### src/rtl/sample_feeder.sv
// Training-sample buffer feeding a single neuron: loads up to DEPTH samples
// (N features + label, Q8.8) as a word stream, then replays them on `next`.
module sample_feeder #(
  parameter int N     = 6,
  parameter int BITS  = 16,
  parameter int DEPTH = 8,
  parameter int EW    = 8
) (
  input  logic                          clk,
  input  logic                          rst,
  input  logic                          reload,
  input  logic                          ld_valid,
  input  logic [BITS-1:0]               ld_data,
  input  logic                          ld_last,
  output logic                          ld_ready,
  input  logic                          next,
  output logic [N-1:0][BITS-1:0]        x,
  output logic [BITS-1:0]               y_true,
  output logic                          x_valid,
  output logic [$clog2(DEPTH)-1:0]      idx,
  output logic                          epoch_done,
  output logic [EW-1:0]                 epochs
);

  localparam int IW = $clog2(DEPTH);
  localparam int WW = $clog2(N + 1);
  localparam logic [WW-1:0] LABEL_W = WW'(N);
  localparam logic [IW-1:0] LAST_S  = IW'(DEPTH - 1);

  typedef enum logic {LOAD, RUN} state_t;

  state_t                  state_q, state_d;
  logic [WW-1:0]           w_q, w_d;
  logic [IW-1:0]           s_q, s_d;
  logic [IW-1:0]           last_q, last_d;   // index of the final stored sample
  logic [IW-1:0]           idx_q, idx_d;
  logic [EW-1:0]           epochs_q, epochs_d;
  logic                    done_q, done_d;
  logic [N-1:0][BITS-1:0]  x_q, x_d;
  logic [BITS-1:0]         y_q, y_d;
  logic                    wr_en;

  logic [BITS-1:0]         mem [DEPTH][N+1];

  // NOTE: every always_comb output gets a default first so no latch is inferred.
  always_comb begin
    state_d  = state_q;
    w_d      = w_q;
    s_d      = s_q;
    last_d   = last_q;
    idx_d    = idx_q;
    epochs_d = epochs_q;
    done_d   = 1'b0;
    x_d      = x_q;
    y_d      = y_q;
    wr_en    = 1'b0;

    if (reload) begin
      state_d  = LOAD;
      w_d      = '0;
      s_d      = '0;
      last_d   = '0;
      idx_d    = '0;
      epochs_d = '0;
      x_d      = '0;
      y_d      = '0;
    end else begin
      case (state_q)
        LOAD: begin
          if (ld_valid) begin
            wr_en = 1'b1;
            if (w_q == LABEL_W) begin
              w_d = '0;
              s_d = s_q + 1'b1;
              if (ld_last || s_q == LAST_S) begin
                state_d = RUN;
                last_d  = s_q;
                idx_d   = '0;
                for (int k = 0; k < N; k++) x_d[k] = mem[0][k];
                // A one-sample set has its label arriving right now.
                y_d = (s_q == '0) ? ld_data : mem[0][N];
              end
            end else begin
              w_d = w_q + 1'b1;
            end
          end
        end
        RUN: begin
          if (next) begin
            if (idx_q == last_q) begin
              idx_d  = '0;
              done_d = 1'b1;
              if (epochs_q != '1) epochs_d = epochs_q + 1'b1;
            end else begin
              idx_d = idx_q + 1'b1;
            end
            for (int k = 0; k < N; k++) x_d[k] = mem[idx_d][k];
            y_d = mem[idx_d][N];
          end
        end
        default: state_d = LOAD;
      endcase
    end
  end

  // NOTE: sequential state uses non-blocking assignments only.
  always_ff @(posedge clk) begin
    if (rst) begin
      state_q  <= LOAD;
      w_q      <= '0;
      s_q      <= '0;
      last_q   <= '0;
      idx_q    <= '0;
      epochs_q <= '0;
      done_q   <= 1'b0;
      x_q      <= '0;
      y_q      <= '0;
    end else begin
      state_q  <= state_d;
      w_q      <= w_d;
      s_q      <= s_d;
      last_q   <= last_d;
      idx_q    <= idx_d;
      epochs_q <= epochs_d;
      done_q   <= done_d;
      x_q      <= x_d;
      y_q      <= y_d;
    end
  end

  // NOTE: the sample store has no reset; its contents are only read after a load.
  always_ff @(posedge clk) begin
    if (wr_en) mem[s_q][w_q] <= ld_data;
  end

  assign ld_ready   = (state_q == LOAD);
  assign x_valid    = (state_q == RUN);
  assign x          = x_q;
  assign y_true     = y_q;
  assign idx        = idx_q;
  assign epoch_done = done_q;
  assign epochs     = epochs_q;

endmodule

### config.mk
export PLATFORM = sky130hd
export DESIGN_NAME = sample_feeder
export DESIGN_NICKNAME = d
export VERILOG_FILES = /design/src/rtl/sample_feeder.sv
export SDC_FILE = /design/constraint.sdc
export NUM_CORES = 1
export LEC_CHECK = 0
export ABC_AREA = 1
export CAP_MARGIN = 15
export CORE_ASPECT_RATIO = 0.5
export CORE_UTILIZATION = 25
export CTS_BUF_LIST = sky130_fd_sc_hd__clkbuf_8
export DETAILED_ROUTE_END_ITERATION = 16
export PLACE_DENSITY = 0.41
export SLEW_MARGIN = 0
export SYNTH_ARGS = -nofsm -noshare
export SYNTH_HDL_FRONTEND = slang
export SYNTH_SLANG_ARGS = --single-unit
export TNS_END_PERCENT = 10
### constraint.sdc
create_clock -name clk -period 3 [get_ports clk]
set_input_delay 0.6 -clock clk [delete_from_list [all_inputs] [get_ports clk]]
set_output_delay 0.6 -clock clk [all_outputs]
set_load 0.01 [all_outputs]
==> impl_metrics.csv <==
group,metric,value,unit
floorplanning,core.rowCount,108,
timing,setup_ws,320,ps
power_and_ir_drop,power_density,533,nW/µm²
yosys,synthesis.instances,4228,
placement,place_inst,6622,
global_route,grt_pass1_vias,31200,
yosys,synth_seq_cells,1030,
status,status,"finished, final reports clean",
clock_network,clockRootBuffer,"clkbuf_8",
placement,gp_congestion,0.759,
routing,routed_wl,143000,µm
floorplanning,die_y,300,µm
timing,fmax,373,MHz
floorplanning,dieWidth,598,µm
yosys,ys.flop_type,"edfxtp_1",
routing,num_vias,31600,
power_and_ir_drop,p_leak,20.4,nW
setup_path,critPathMaxStageDelay,600,ps
yosys,ys_types,31,
timing,tns,0,ps
timing,fin_crit,2680,ps
clock_network,clock_path_buffers,3,
power_and_ir_drop,seq_power_share,54.8,%
timing,relSlewSlack,28.5,%
placement,dp_hpwl,83600,µm
timing,slew_viol_final,0,
floorplanning,die_area,179000,µm²
timing,fin_crit_sh,89.3,%
yosys,syn_nets,4255,
setup_path,cp.depth,2,
power_and_ir_drop,ir_drop,0.000385,V
clock_network,post_cts_buffers,0,
clock_network,clk_latency,880,ps
yosys,synth_top_area_share,60.7,%
setup_path,critPathMaxFanout,6,
yosys,synth-async-reset-ratio,0,%
yosys,synth-edff-count,896,
timing,max_slew.worst_pin.slew,1070,ps
timing,rsz0062_at_grt,"false",
setup_path,cp_top_family,"buffers and inverters",
timing,hold-worst-slack,189,ps
power_and_ir_drop,power_frac_comb,1.8,%
final_layout,nFillCells,18100,
setup_path,critical_path_buf_inv_count,2,
floorplanning,core,175000,µm²
placement,post-place-ws,176,ps
global_route,grt_max_degree,132,
placement,io_buffers,147,
yosys,synth_common_cells,"1,023 x nand3_1, 896 x edfxtp_1, 579 x inv_1",
power_and_ir_drop,switching_share,22.3,%
timing,hold_viol,0,
global_route,antenna_found_initial,7,
setup_path,endpoint_kind,"primary output",
yosys,syn_area,44400,µm²
power_and_ir_drop,power_switching,0.00634,W
power_and_ir_drop,p_int,0.0221,W
clock_network,cts_hold_buf,0,
yosys,synthesis.area_per_instance,10.5,µm²
yosys,netlist_top_cells_area,"edfxtp_1 61%, nand3_1 12%, dfxtp_1 6.0%, inv_1 4.9%, nand2_1 3.0%",
setup_path,path_cells,"inv_2, clkdlybuf4s50_1",
setup_path,crit_slowest_cell,"clkdlybuf4s50_1",
routing,wl_per_cell,20.6,µm
floorplanning,start_util,25.4,%
setup_path,ff2ff_path_depth,11,
yosys,yosys_warnings,0,
routing,drt_iter0_markers,2461,
clock_network,htree_levels,4,
worst_hold_path,holdPathStages,1,
routing,viasPerCell,4.55,
setup_path,path_class,"reg -> out",
setup_path,arrival,2080,ps
timing,finClkSkew,28.2,ps
final_layout,drive_above_1_share,11.7,%
clock_network,clock-sinks,1030,
floorplanning,io-pin-count,148,
final_layout,fin_cells,6946,
clock_network,cts_buffers,173,
timing,setup_viol,0,
yosys,synth_top_area_cell,"edfxtp_1",
final_layout,final_nets,4459,
power_and_ir_drop,finalPower,0.0284,W
routing,ant_nets,0,
final_layout,areaGrowthSynthToFinish,20.2,%
power_and_ir_drop,clkPwrFrac,43.4,%
clock_network,clk_pin_slew,60,ps
run,maxCapViolCount,0,
global_route,gr-total-overflow,0,
yosys,yosysMostFrequentCell,"nand3_1",
yosys,yosysSeqAreaShare,66.7,%
worst_hold_path,hold_path_class,"in -> reg",
setup_path,required,2400,ps
routing,drc,0,
clock_network,cts_resized,0,
global_route,grt_pass1_wl,210000,µm
routing,dr.pass1.iters,5,
setup_path,start_kind,"flop",
global_route,grt.total_usage,15.8,%
clock_network,cts_tree,"yes",
[metrics by stage]
| step | area [µm²] | utilization, % |
|---|---|---|
| final | 53300 | 30.5 |
| after global routing | 53300 | 30.5 |
| after CTS | 53300 | 30.5 |
| after detailed placement | 50000 | 28.6 |
| after global placement | 50000 | 28.6 |
| after floorplan | 44400 | - |
[cell usage in the layout, fill, tap and decap left out, types with 5 or more instances in the layout]
cell / instances
nand3_1: 1022
nand4_1: 6
bufinv_16: 6
nor2_1: 305
dfxtp_1: 133
o21ai_0: 201
nor3_1: 5
clkinv_2: 12
clkinvlp_4: 7
clkinv_1: 25
ha_1: 5
nand3b_1: 112
a21oi_1: 177
buf_2: 16
buf_12: 92
clkdlybuf4s50_1: 131
edfxtp_1: 896
nand2_1: 358
clkbuf_8: 193
inv_1: 658
or2_2: 113
buf_4: 76
[final cells by class]
cell class	instances	area [µm²]	share of cell area, %
well taps	2365	2960	5.55
flip-flops and latches	1030	29600	55.5
clock inverters	129	688	1.29
inverters	585	2210	4.14
clock buffers	193	2660	4.98
repair buffers	315	3800	7.14
diodes	2	5.00	0.00939
multi-input cells	2327	11400	21.4
[layer usage]
layer / GRT usage, % / up-vias / routed length, µm
met5: 0 / - / 0
met4: 5.10 / 0 / 3570
met3: 2.53 / 218 / 6140
met2: 26.2 / 703 / 68000
met1: 21.1 / 15800 / 65600
li1: - / 14900 / -
[logic make-up (layout without fill, tap and decap cells)]
kind of cell,Yosys count,in the layout,synth area share [%]
xor gates and xnor gates,4,4,0.0790
buffers and inverters,871,1222,7.75
AOI/OAI and AO/OA,384,384,4.38
DFF,1030,1030,66.7
and+or+nand+nor,1934,1934,21.0
other,0,2,0
adders and majority gates,5,5,0.141
[final timing paths]
check                                start          to  slack, ps
worst max-delay path               x_valid    ld_ready        320
worst min-delay path            ld_data[3]  mem[3][67]        190
worst max register to register      idx[1]       x[35]        420
worst min register to register   last_q[1]   last_q[1]        480
[sequential cells by signal (all words and copies together) (netlist names)]
signal	flops
epoch_done	1
epochs	8
idx	3
last_q	3
mem	896
s_q	3
w_q	3
x	96
x_valid	1
y_true	16
[power by group through the flow]
stage	registers, W	clock network [W]	logic, W
CTS	0.0156	0.0128	0.000520
detailed placement	0.0159	0	0.000520
global route	0.0156	0.0133	0.000536
floorplan	0.0159	0	0.0000657
finish	0.0156	0.0123	0.000504
global placement	0.0159	0	0.000516
Note: power is estimated with default switching activity, not from simulation.
